[src/rtl/qix_snd_cmd_link_pkg.sv]
// qix_snd_pkg: shared types and constants for the Qix sound command link.
//   - snd_state_e : handshake FSM states
//   - ADDR_*      : CPU register addresses
//   - ST_BIT_*    : status register bit positions (addr1 read)
//   - CTL_BIT_*   : control bit positions (addr1 write)
//   - max3/pack_status : small helpers used by the top level
package qix_snd_pkg;

  typedef enum logic [1:0] {
    ST_IDLE     = 2'd0,
    ST_SETUP    = 2'd1,
    ST_STROBE   = 2'd2,
    ST_WAIT_ACK = 2'd3
  } snd_state_e;

  localparam logic [1:0] ADDR_CMD    = 2'd0;
  localparam logic [1:0] ADDR_STATUS = 2'd1;
  localparam logic [1:0] ADDR_VOL    = 2'd2;
  localparam logic [1:0] ADDR_RSVD   = 2'd3;

  localparam int ST_BIT_EMPTY  = 0;
  localparam int ST_BIT_FULL   = 1;
  localparam int ST_BIT_REPLY  = 2;
  localparam int ST_BIT_BUSY   = 3;
  localparam int ST_BIT_TMO    = 4;
  localparam int ST_BIT_OVF    = 5;
  localparam int ST_BIT_IRQ_EN = 6;

  localparam int CTL_BIT_CLR    = 0;
  localparam int CTL_BIT_IRQ_EN = 6;
  localparam int CTL_BIT_FLUSH  = 7;

  function automatic int max3(input int a, input int b, input int c);
    int m;
    m = a;
    if (b > m) m = b;
    else m = m;
    if (c > m) m = c;
    else m = m;
    return m;
  endfunction

  function automatic logic [7:0] pack_status(
    input logic empty, input logic full, input logic reply_valid,
    input logic busy, input logic tmo, input logic ovf, input logic irq_en);
    logic [7:0] s;
    s = 8'h00;
    s[ST_BIT_EMPTY]  = empty;
    s[ST_BIT_FULL]   = full;
    s[ST_BIT_REPLY]  = reply_valid;
    s[ST_BIT_BUSY]   = busy;
    s[ST_BIT_TMO]    = tmo;
    s[ST_BIT_OVF]    = ovf;
    s[ST_BIT_IRQ_EN] = irq_en;
    return s;
  endfunction

endpackage

[src/rtl/qix_snd_cmd_link_fifo.sv]
// qix_snd_cmd_fifo: small synchronous FIFO holding pending sound commands.
// Ports:
//   clk, rst_n        clock, asynchronous active-low reset
//   push, push_data   write request and byte
//   pop               remove head (ignored when empty)
//   flush             empty the FIFO (wins over push/pop)
//   full, empty, head status flags and head entry
//   push_drop         push refused because the FIFO was full with no pop
// DEPTH must be a power of two so the pointers wrap naturally.
module qix_snd_cmd_fifo
  import qix_snd_pkg::*;
#(
  parameter int DEPTH = 4,
  parameter int WIDTH = 8
) (
  input  logic             clk,
  input  logic             rst_n,
  input  logic             push,
  input  logic [WIDTH-1:0] push_data,
  input  logic             pop,
  input  logic             flush,
  output logic             full,
  output logic             empty,
  output logic [WIDTH-1:0] head,
  output logic             push_drop
);

  localparam int AW = $clog2(DEPTH);

  logic [WIDTH-1:0] mem_q [DEPTH];
  logic [WIDTH-1:0] mem_d [DEPTH];
  logic [AW-1:0]    wr_ptr_q, wr_ptr_d;
  logic [AW-1:0]    rd_ptr_q, rd_ptr_d;
  logic [AW:0]      count_q, count_d;
  logic             pop_acc_s;
  logic             push_acc_s;

  assign full  = (count_q == (AW+1)'(DEPTH));
  assign empty = (count_q == (AW+1)'(0));
  assign head  = mem_q[rd_ptr_q];

  // Pointer, count and storage next-state; a full FIFO still accepts a push
  // when the head leaves in the same cycle.
  always_comb begin
    mem_d      = mem_q;
    wr_ptr_d   = wr_ptr_q;
    rd_ptr_d   = rd_ptr_q;
    count_d    = count_q;
    pop_acc_s  = pop & ~empty;
    push_acc_s = push & (~full | pop_acc_s);
    push_drop  = push & ~push_acc_s;
    if (flush) begin
      wr_ptr_d = '0;
      rd_ptr_d = '0;
      count_d  = '0;
    end else begin
      if (push_acc_s) begin
        mem_d[wr_ptr_q] = push_data;
        wr_ptr_d        = wr_ptr_q + AW'(1);
      end else begin
        wr_ptr_d = wr_ptr_q;
      end
      if (pop_acc_s) begin
        rd_ptr_d = rd_ptr_q + AW'(1);
      end else begin
        rd_ptr_d = rd_ptr_q;
      end
      case ({push_acc_s, pop_acc_s})
        2'b10:   count_d = count_q + (AW+1)'(1);
        2'b01:   count_d = count_q - (AW+1)'(1);
        default: count_d = count_q;
      endcase
    end
  end

  // FIFO state registers.
  always_ff @(posedge clk or negedge rst_n) begin
    if (!rst_n) begin
      for (int i = 0; i < DEPTH; i++) mem_q[i] <= '0;
      wr_ptr_q <= '0;
      rd_ptr_q <= '0;
      count_q  <= '0;
    end else begin
      mem_q    <= mem_d;
      wr_ptr_q <= wr_ptr_d;
      rd_ptr_q <= rd_ptr_d;
      count_q  <= count_d;
    end
  end

endmodule

[src/rtl/qix_snd_cmd_link.sv]
// qix_snd_cmd_link: data-CPU side of the Qix sound command link.
// The data CPU queues command bytes; each is driven onto snd_data_out, held
// for a setup time, strobed to the audio board's CA1 (active low), and the
// link then waits for the audio CPU's CA2 acknowledge (falling edge) to
// latch the reply byte. Also holds the stereo volume latch.
// Ports:
//   clk_20m, reset_n            clock, asynchronous active-low reset
//   cs, rw, addr, data_in       single-cycle CPU register access
//   data_out                    CPU read data (combinational from addr)
//   irq                         interrupt, irq_en & (reply_valid | TMO)
//   snd_data_out, snd_data_in   command / reply bytes to/from audio PIA
//   snd_irq_to_snd              strobe to audio CA1, idle high
//   snd_irq_from_snd            acknowledge from audio CA2 (asynchronous)
//   vol_data                    [7:4] left, [3:0] right volume
// Optional: define QIX_SND_TIMEOUT_EN to abandon a command after ACK_TIMEOUT
// cycles in WAIT_ACK (sets TMO). Without it WAIT_ACK waits forever.
module qix_snd_cmd_link
  import qix_snd_pkg::*;
#(
  parameter int FIFO_DEPTH    = 4,
  parameter int SETUP_CYCLES  = 4,
  parameter int STROBE_CYCLES = 44,
  parameter int ACK_TIMEOUT   = 65535
) (
  input  logic       clk_20m,
  input  logic       reset_n,
  input  logic       cs,
  input  logic       rw,
  input  logic [1:0] addr,
  input  logic [7:0] data_in,
  output logic [7:0] data_out,
  output logic       irq,
  output logic [7:0] snd_data_out,
  input  logic [7:0] snd_data_in,
  output logic       snd_irq_to_snd,
  input  logic       snd_irq_from_snd,
  output logic [7:0] vol_data
);

  // One shared counter times setup, strobe and (optionally) the ack wait.
  localparam int CNT_MAX = max3(SETUP_CYCLES, STROBE_CYCLES, ACK_TIMEOUT);
  localparam int CNT_W   = $clog2(CNT_MAX + 1);

  snd_state_e       state_q, state_d;
  logic [CNT_W-1:0] cnt_q, cnt_d;
  logic             strobe_q, strobe_d;
  logic [7:0]       snd_data_q, snd_data_d;
  logic [7:0]       reply_q, reply_d;
  logic             reply_valid_q, reply_valid_d;
  logic             irq_en_q, irq_en_d;
  logic             ovf_q, ovf_d;
  logic [7:0]       vol_q, vol_d;
  logic             irq_q, irq_d;
  logic             ack_meta_q, ack_sync_q, ack_prev_q;

  logic       push_s, flush_s, clr_s, ctl_wr_s, vol_wr_s, reply_rd_s;
  logic       pop_s, reply_load_s, ack_fall_s;
  logic       fifo_full_s, fifo_empty_s, push_drop_s;
  logic [7:0] fifo_head_s;
  logic       tmo_s, tmo_next_s;

  // CPU access decode.
  assign push_s     = cs & ~rw & (addr == ADDR_CMD);
  assign ctl_wr_s   = cs & ~rw & (addr == ADDR_STATUS);
  assign vol_wr_s   = cs & ~rw & (addr == ADDR_VOL);
  assign reply_rd_s = cs &  rw & (addr == ADDR_CMD);
  assign flush_s    = ctl_wr_s & data_in[CTL_BIT_FLUSH];
  assign clr_s      = ctl_wr_s & data_in[CTL_BIT_CLR];

  // Ack is asynchronous: two sync flops plus a history flop for the edge.
  assign ack_fall_s = ack_prev_q & ~ack_sync_q;

  qix_snd_cmd_fifo #(
    .DEPTH (FIFO_DEPTH),
    .WIDTH (8)
  ) u_fifo (
    .clk       (clk_20m),
    .rst_n     (reset_n),
    .push      (push_s),
    .push_data (data_in),
    .pop       (pop_s),
    .flush     (flush_s),
    .full      (fifo_full_s),
    .empty     (fifo_empty_s),
    .head      (fifo_head_s),
    .push_drop (push_drop_s)
  );

`ifdef QIX_SND_TIMEOUT_EN
  logic tmo_q, tmo_d, tmo_set_s;
`endif

  // Handshake FSM: next state, shared counter, strobe and command byte.
  always_comb begin
    state_d      = state_q;
    cnt_d        = cnt_q;
    strobe_d     = strobe_q;
    snd_data_d   = snd_data_q;
    pop_s        = 1'b0;
    reply_load_s = 1'b0;
`ifdef QIX_SND_TIMEOUT_EN
    tmo_set_s    = 1'b0;
`endif
    if (flush_s) begin
      // Flush abandons any in-flight command without a reply.
      state_d  = ST_IDLE;
      cnt_d    = '0;
      strobe_d = 1'b1;
    end else begin
      case (state_q)
        ST_IDLE: begin
          if (!fifo_empty_s) begin
            snd_data_d = fifo_head_s;
            cnt_d      = '0;
            state_d    = ST_SETUP;
          end else begin
            state_d = ST_IDLE;
          end
        end
        ST_SETUP: begin
          if (cnt_q == CNT_W'(SETUP_CYCLES - 1)) begin
            cnt_d    = '0;
            strobe_d = 1'b0;
            state_d  = ST_STROBE;
          end else begin
            cnt_d = cnt_q + CNT_W'(1);
          end
        end
        ST_STROBE: begin
          if (cnt_q == CNT_W'(STROBE_CYCLES - 1)) begin
            cnt_d    = '0;
            strobe_d = 1'b1;
            state_d  = ST_WAIT_ACK;
          end else begin
            cnt_d = cnt_q + CNT_W'(1);
          end
        end
        ST_WAIT_ACK: begin
          // Ack edges seen in SETUP/STROBE are simply never looked at.
          if (ack_fall_s) begin
            reply_load_s = 1'b1;
            pop_s        = 1'b1;
            cnt_d        = '0;
            state_d      = ST_IDLE;
          end else begin
`ifdef QIX_SND_TIMEOUT_EN
            if (cnt_q == CNT_W'(ACK_TIMEOUT - 1)) begin
              tmo_set_s = 1'b1;
              pop_s     = 1'b1;
              cnt_d     = '0;
              state_d   = ST_IDLE;
            end else begin
              cnt_d = cnt_q + CNT_W'(1);
            end
`else
            cnt_d = cnt_q;
`endif
          end
        end
        default: begin
          state_d  = ST_IDLE;
          cnt_d    = '0;
          strobe_d = 1'b1;
        end
      endcase
    end
  end

`ifdef QIX_SND_TIMEOUT_EN
  // Sticky timeout flag; a new timeout wins over a same-cycle clear.
  always_comb begin
    if (tmo_set_s) tmo_d = 1'b1;
    else if (clr_s) tmo_d = 1'b0;
    else tmo_d = tmo_q;
  end

  // Timeout flag register.
  always_ff @(posedge clk_20m or negedge reset_n) begin
    if (!reset_n) tmo_q <= 1'b0;
    else tmo_q <= tmo_d;
  end

  assign tmo_s      = tmo_q;
  assign tmo_next_s = tmo_d;
`else
  assign tmo_s      = 1'b0;
  assign tmo_next_s = 1'b0;
`endif

  // CPU-visible registers: reply latch, sticky flags, irq enable, volume.
  always_comb begin
    reply_d = reply_load_s ? snd_data_in : reply_q;
    // A reply landing in the same cycle as a reply read wins.
    if (reply_load_s) reply_valid_d = 1'b1;
    else if (reply_rd_s) reply_valid_d = 1'b0;
    else reply_valid_d = reply_valid_q;
    if (ctl_wr_s) irq_en_d = data_in[CTL_BIT_IRQ_EN];
    else irq_en_d = irq_en_q;
    if (push_drop_s) ovf_d = 1'b1;
    else if (clr_s) ovf_d = 1'b0;
    else ovf_d = ovf_q;
    if (vol_wr_s) vol_d = data_in;
    else vol_d = vol_q;
    irq_d = irq_en_d & (reply_valid_d | tmo_next_s);
  end

  // FSM and register state.
  always_ff @(posedge clk_20m or negedge reset_n) begin
    if (!reset_n) begin
      state_q       <= ST_IDLE;
      cnt_q         <= '0;
      strobe_q      <= 1'b1;
      snd_data_q    <= 8'h00;
      reply_q       <= 8'h00;
      reply_valid_q <= 1'b0;
      irq_en_q      <= 1'b0;
      ovf_q         <= 1'b0;
      vol_q         <= 8'h00;
      irq_q         <= 1'b0;
    end else begin
      state_q       <= state_d;
      cnt_q         <= cnt_d;
      strobe_q      <= strobe_d;
      snd_data_q    <= snd_data_d;
      reply_q       <= reply_d;
      reply_valid_q <= reply_valid_d;
      irq_en_q      <= irq_en_d;
      ovf_q         <= ovf_d;
      vol_q         <= vol_d;
      irq_q         <= irq_d;
    end
  end

  // Ack synchronizer and edge-history flops; idle level is high.
  always_ff @(posedge clk_20m or negedge reset_n) begin
    if (!reset_n) begin
      ack_meta_q <= 1'b1;
      ack_sync_q <= 1'b1;
      ack_prev_q <= 1'b1;
    end else begin
      ack_meta_q <= snd_irq_from_snd;
      ack_sync_q <= ack_meta_q;
      ack_prev_q <= ack_sync_q;
    end
  end

  // CPU read mux.
  always_comb begin
    case (addr)
      ADDR_CMD:    data_out = reply_q;
      ADDR_STATUS: data_out = pack_status(fifo_empty_s, fifo_full_s, reply_valid_q,
                                          (state_q != ST_IDLE), tmo_s, ovf_q, irq_en_q);
      ADDR_VOL:    data_out = vol_q;
      ADDR_RSVD:   data_out = 8'h00;
      default:     data_out = 8'h00;
    endcase
  end

  assign snd_data_out   = snd_data_q;
  assign snd_irq_to_snd = strobe_q;
  assign vol_data       = vol_q;
  assign irq            = irq_q;

endmodule
[config.mk]
export PLATFORM = sky130hd
export DESIGN_NAME = qix_snd_cmd_link
export DESIGN_NICKNAME = d
export VERILOG_FILES = /design/src/rtl/qix_snd_cmd_link_pkg.sv /design/src/rtl/qix_snd_cmd_link_fifo.sv /design/src/rtl/qix_snd_cmd_link.sv
export SDC_FILE = /design/constraint.sdc
export NUM_CORES = 1
export LEC_CHECK = 0
export ABC_AREA = 1
export BUFFER_PORTS_ARGS = -buffer_cell sky130_fd_sc_hd__buf_2
export CORE_MARGIN = 2
export CORE_UTILIZATION = 35
export DETAILED_ROUTE_END_ITERATION = 16
export GPL_TIMING_DRIVEN = 0
export HOLD_SLACK_MARGIN = 0.03
export SETUP_SLACK_MARGIN = 0.3
export SYNTH_ARGS = -nofsm -noshare
export SYNTH_HDL_FRONTEND = slang
export SYNTH_SLANG_ARGS = --single-unit
export TNS_END_PERCENT = 30
[constraint.sdc]
create_clock -name clk_20m -period 5.6 [get_ports clk_20m]
set_input_delay 0.56 -clock clk_20m [delete_from_list [all_inputs] [get_ports clk_20m]]
set_output_delay 0.56 -clock clk_20m [all_outputs]
set_load 0.02 [all_outputs]
# Word level (Yosys, flattened, before mapping)

Cells that the tools add are included.
Widths: inputs -> output; s select.

Equality and inequality tests: 15
Order comparisons: 3
Add/subtract/negate cells: 5
Bitwise operators: 22
Reductions and logical operators: 15
Multiplexer cells: 37

Operators by type and width:

| cell                  | count |
|---|---|
| $mux 16               | 5 |
| $pmux 16 s4           | 1 |
| $bwmux 32             | 1 |
| $pmux 8 s4            | 1 |
| $mux 8                | 3 |
| $add 16x1->16 const B | 1 |
| $bmux 8 s2            | 1 |
| $demux 8 s2           | 1 |
| $eq 16x2->1 const B   | 1 |
| $eq 16x6->1 const B   | 1 |
| $mux 2                | 8 |
| $and 1x1->1           | 13 |
| $mux 1                | 12 |
| $ne 3x3->1 const B    | 4 |
| $eq 2x2->1 const B    | 5 |
| $reduce_and 3->1      | 3 |
| $pmux 2 s4            | 1 |
| $reduce_bool 2->1     | 4 |
| $eq 2x1->1 const B    | 3 |
| $ge 3x3->1 const B    | 2 |
| $not 1->1             | 6 |
| $not 2->3             | 2 |
| $pmux 3 s2            | 1 |
| $reduce_bool 3->1     | 2 |
| other kinds (12)      | 15 |

Output and inout port bits: 26
Input port bits: 23
Word-level logic and storage cells: 117
Register bits after elaboration: 89

# Logic depth before layout (Yosys ltp)

Depth in word-level cells: 11
Depth in mapped cells: 13
Mapped depth without buffers: 12

# Modules after synthesis

A second synthesis with hierarchy kept.

Cell total of the unflattened synthesis: 587
Area total of the unflattened synthesis: 4712.0 um^2

Modules (own cells, without submodules):

| module           | seq. area each (um^2) | area an instance (um^2) | instances | cells an instance |
|---|---|---|---|---|
| qix_snd_cmd_link | 1256.2                | 2705.1                  | 1         | 345 |
| qix_snd_cmd_fifo | 975.9                 | 2006.9                  | 1         | 242 |

# Least setup slack after synthesis

OpenSTA, ideal clock, no wires.

Path type: input port to flip-flop
Start: input cs
End: register u_fifo.count_q[2]
Arrival time: 1984 ps
Setup slack: 3499 ps
Path buffers: 1
Setup time: 117 ps
Stages on the path: 13
Required time: 5483 ps
Cells stage by stage: inv_1 nor2_2 nand3_4 buf_6 nand3_2 nor2_1 fa_1 xor2_1 inv_1 nand2_1 nand2_1 nand3_1 nand2_1

Longest elaborated chain between the ends: 10
Elaborated cells between the ends (all ways): 13
Those cells by class: eq/ne: 2; mux: 3; bitwise: 7; reduce/logical: 1

Ends and longest elaborated chain:

| what                                     | RTL line                                       | source |
|---|---|---|
| start: declaration                       | qix_snd_cmd_link.sv:27                         | `input logic cs,` |
| $and 1x1->1 (*)                          | qix_snd_cmd_link.sv:63, qix_snd_cmd_link.sv:64 |  |
| $and 1x1->1                              | qix_snd_cmd_link.sv:64                         | `assign ctl_wr_s = cs & ~rw & (addr == ADDR_STATUS);` |
| $and 1x1->1                              | qix_snd_cmd_link.sv:67                         | `assign flush_s = ctl_wr_s & data_in[CTL_BIT_FLUSH];` |
| $mux 1                                   | qix_snd_cmd_link.sv:104                        | `if (flush_s) begin` |
| $and 1x1->1                              | qix_snd_cmd_link_fifo.sv:49                    | `pop_acc_s = pop & ~empty;` |
| $or 1x1->1                               | qix_snd_cmd_link_fifo.sv:50                    | `push_acc_s = push & (~full \| pop_acc_s);` |
| $and 1x1->1                              | qix_snd_cmd_link_fifo.sv:50                    |  |
| $eq 2x1->1 or $eq 2x2->1 (tied branches) | qix_snd_cmd_link_fifo.sv:68                    | `case ({push_acc_s, pop_acc_s})` |
| $pmux 3 s2                               | qix_snd_cmd_link_fifo.sv:68                    |  |
| $mux 3                                   | qix_snd_cmd_link_fifo.sv:52                    | `if (flush) begin` |
| end signal: assignment                   | qix_snd_cmd_link_fifo.sv:87                    | `count_q <= count_d;` |
| end: declaration                         | qix_snd_cmd_link_fifo.sv:34                    | `logic [AW:0] count_q, count_d;` |

Mark *: on every way between the ends. The rest lies on a longest branch, timed or not.
A chain may end at the register's enable or synchronous reset.

# Worst setup path in the final report

Start: register u_fifo.count_q[0]
End: output data_out[0]

Longest elaborated chain between the ends: 2

Ends and longest elaborated chain:

| what             | RTL line                    | source |
|---|---|---|
| $logic_not 3->1  | qix_snd_cmd_link_fifo.sv:39 | `assign empty = (count_q == (AW+1)'(0));` |
| $pmux 8 s4       | qix_snd_cmd_link.sv:249     | `case (addr)` |
| end: declaration | qix_snd_cmd_link.sv:31      | `output logic [7:0] data_out,` |

No other way between the ends.

==> results.yml <==
status:
  status: "complete, no violations"
logic_synthesis:
  ys_seq_elements: 89
  syn_area_per_cell_um2: 8.813
  yosys_warnings: 0
  synth_top_cell_area_share: 0.4615
  seq_area_frac_synth: 0.4843
  syn_inst: 523
  synthesis.nets: 556
  ys_types: 41
  synth_area_mm2: 0.004609
  synth-edff-count: 0
  ys_top_cells_by_area: "dfrtp_1, nand2_1, mux2_2"
  yosys.area.top_type: "dfrtp_1"
  synthArstFlopShare: 1.000
  synth_flop_cell: "dfrtp_1"
worst_setup_path:
  cp_slowest_cell: "dfrtp_1"
  crit_path_end_kind: "output pin"
  crit_chain: "nor2_1, nand2_1, o311ai_0, buf_2"
  path_class: "flip-flop to output pin"
  crit_fanout: 6
  slowest_delay_ns: 0.42
  crit_path_start_kind: "flip-flop"
  cp.arrival_ns: 1.66
  reg2reg_from: "state_q[0]"
  r2r_end: "u_fifo.count_q[2]"
  reg2reg_slack_ns: 3.52
  critPathRequiredTime_ns: 5.04
  r2r_cells: 12
route:
  drt.antenna.violating_nets: 0
  drtIter0Drc: 174
  finalWirelength_mm: 10.51
  via_per_inst: 4.834
  num_vias: 3659
  route.detailed.drc: 0
  drtPass1Iterations: 4
  routedWlPerCell_um: 13.89
power_and_ir_drop:
  internal-power_uw: 1542
  p_total_uw: 2534
  p_switching_uw: 992.7
  worst_ir_drop_vdd_mv: 0.1807
  clock_power_share: 0.211
  swShare: 0.3917
  powerDensity_mw_per_mm2: 474.2
  p_leak_uw: 0.002567
  combPwrFrac: 0.395
  seq_power_share: 0.394
timing:
  report.final.slew_viol_count: 0
  final.setup_skew_ns: 0.004575
  tns_ns: 0
  final_hold_viol_count: 0
  setup_slack_ns: 3.378
  tightest_slew_ns: 0.5740
  fmax_mhz: 450.1
  fin_crit_sh: 0.3967
  rsz0062_at_grt: "no"
  final.min_clock_period_ns: 2.222
  setup_viol: 0
  slew_headroom: 0.6174
cts:
  root_buffer: "clkbuf_16"
  cts_tree: "built"
  clockBufferDepth: 2
  post_cts_resized: 0
  postCtsHoldBufs: 0
  clock_sinks: 89
  worstSkewPairLatency_ns: 0.35
  cts-buffers-inserted: 9
  postCtsSetupRepairBufs: 0
  clk_pin_slew_worst_paths_ns: 0.06
  htreeDepth: 3
die:
  rows: 41
  dieArea_mm2: 0.01410
  io_pins: 49
  die_w_um: 118.8
  core_mm2: 0.01272
  start_util: 0.3623
  dieHeight_um: 118.8
global_route:
  grt_use_total: 0.1609
  grt_max_degree: 56
  grt_pass1_wl_mm: 18.12
  grt.overflow.total: 0
  grt_pass1_vias: 3666
  antenna_found_initial: 0
placed_design:
  dpl.hpwl_mm: 7.469
  place_congestion: 0.7988
  numPortBuffers: 48
  place_ws_ns: 3.064
  placement.cell_area_mm2: 0.005095
layout:
  final_util: 0.4201
  final_area_mm2: 0.005345
  nNetsFinal: 616
  drive_gt1_frac: 0.2256
  synthToLayoutAreaGrowth_pct: 15.96
  diodes: 0
min_path:
  hold_path.class: "input pin to asynchronous set/reset pin"
run:
  cap_violations: 0
==> registers in the layout, indices dropped and copies added, names as in the netlist <==
signal and flops:
irq 1, cnt_q 16, u_fifo.rd_ptr_q 2, u_fifo.count_q 3, state_q 2, reply_q 8, reply_valid_q 1, vol_data 8
snd_data_out 8, ack_meta_q 1, ovf_q 1, ack_sync_q 1, ack_prev_q 1, irq_en_q 1, u_fifo.wr_ptr_q 2, u_fifo.mem_q 32
snd_irq_to_snd 1
==> worst max-delay path: cells and delay by family, from the launching register on <==
family,cells,cell delay [ns]
flip-flops,1,0.42
AO/OA/AOI/OAI,1,0.34
buffers and inverters,1,0.23
AND/OR/NAND/NOR,2,0.34
==> synthesized netlist by cell type, types with 2 or more instances <==
| cell | number |
|---|---|
| a21oi_1 | 21 |
| a22o_1 | 2 |
| buf_2 | 6 |
| buf_6 | 5 |
| clkbuf_1 | 2 |
| dfrtp_1 | 85 |
| dfstp_2 | 4 |
| ha_1 | 9 |
| inv_1 | 54 |
| inv_2 | 2 |
| mux2_2 | 21 |
| nand2_1 | 147 |
| nand2_2 | 2 |
| nand2_4 | 4 |
| nand3_1 | 23 |
| nand3_2 | 2 |
| nand3_4 | 2 |
| nand4_1 | 7 |
| nor2_1 | 24 |
| nor2_2 | 5 |
| nor2_4 | 4 |
| o21a_1 | 6 |
| o21ai_0 | 38 |
| o21ai_1 | 16 |
| o21ai_2 | 9 |
| xor2_1 | 8 |
==> final cells by class <==
type,instances,area (µm²)
plain buffers,14,101.3
clock buffers,10,229.0
clock inverters,3,21.27
fillers,1344,7377
inverters,57,214.0
multi-input cells,363,2062
flip-flops and latches,89,2232
well taps,172,215.2
repair buffers,49,270.3
==> routing by layer <==
layer | track usage | wire length [µm]
met5 | 0 | 0
met4 | 0.08110 | 258
met1 | 0.2252 | 5288
met3 | 0.02413 | 352
met2 | 0.2417 | 4614
==> power by group through the flow <==
stage / Sequential, µW / Combinational (µW) / Clock (µW)
after floorplan: 1040 / 679 / 0
after global placement: 997 / 982 / 0
after detailed placement: 1010 / 1010 / 0
after CTS: 998 / 1010 / 554
after global routing: 1030 / 1130 / 580
final: 998 / 1000 / 535
==> how the worst max path moves through the flow <==
stage	startpoint	end	slack (ns)
3_3_place_gp	reset_n	u_fifo.count_q[0]	3.09
5_1_grt	addr[0]	u_fifo.count_q[2]	3.20
3_5_place_dp	addr[0]	u_fifo.count_q[2]	3.06
6_report	u_fifo.count_q[0]	data_out[0]	3.38
2_1_floorplan	cs	u_fifo.count_q[2]	3.50
4_1_cts	u_fifo.count_q[1]	data_out[0]	3.37
==> cells in the final DEF, fill, tap and decap left out, drive strengths merged <==
| master | instances |
|---|---|
| nand2 | 154 |
| dfrtp | 85 |
| o21ai | 63 |
| buf | 61 |
| inv | 56 |
| nor2 | 34 |
| nand3 | 27 |
| a21oi | 22 |
| mux2 | 21 |
| clkbuf | 12 |
| ha | 9 |
| xor2 | 8 |
| nand4 | 7 |
| o21a | 6 |
| dfstp | 4 |
| clkinv | 3 |
| a22o | 2 |
| o311ai | 1 |
| or2 | 1 |
| a31oi | 1 |
| nand3b | 1 |
| a21boi | 1 |
| a211oi | 1 |
| a21o | 1 |
| o21bai | 1 |
| xnor2 | 1 |
| fa | 1 |
| clkinvlp | 1 |
==> per-stage QoR <==
step	std cells	hold WS [ns]
after floorplan	523	0.2644
after global placement	743	0.3473
after detailed placement	744	0.3468
after CTS	757	0.1820
after global routing	757	0.2061
final	757	0.1730
==> logic make-up after synthesis <==
kind of cell | count (synthesis) | share of synthesized area
and+or+nand+nor | 224 | 0.2264
xor gates and xnor gates | 9 | 0.01710
buffers and inverters | 71 | 0.06840
AOI/OAI and AO/OA | 99 | 0.1238
muxes | 21 | 0.05130
adders and majority gates | 10 | 0.02877
DFF | 89 | 0.4843
Power figures use the tool's default switching activity.
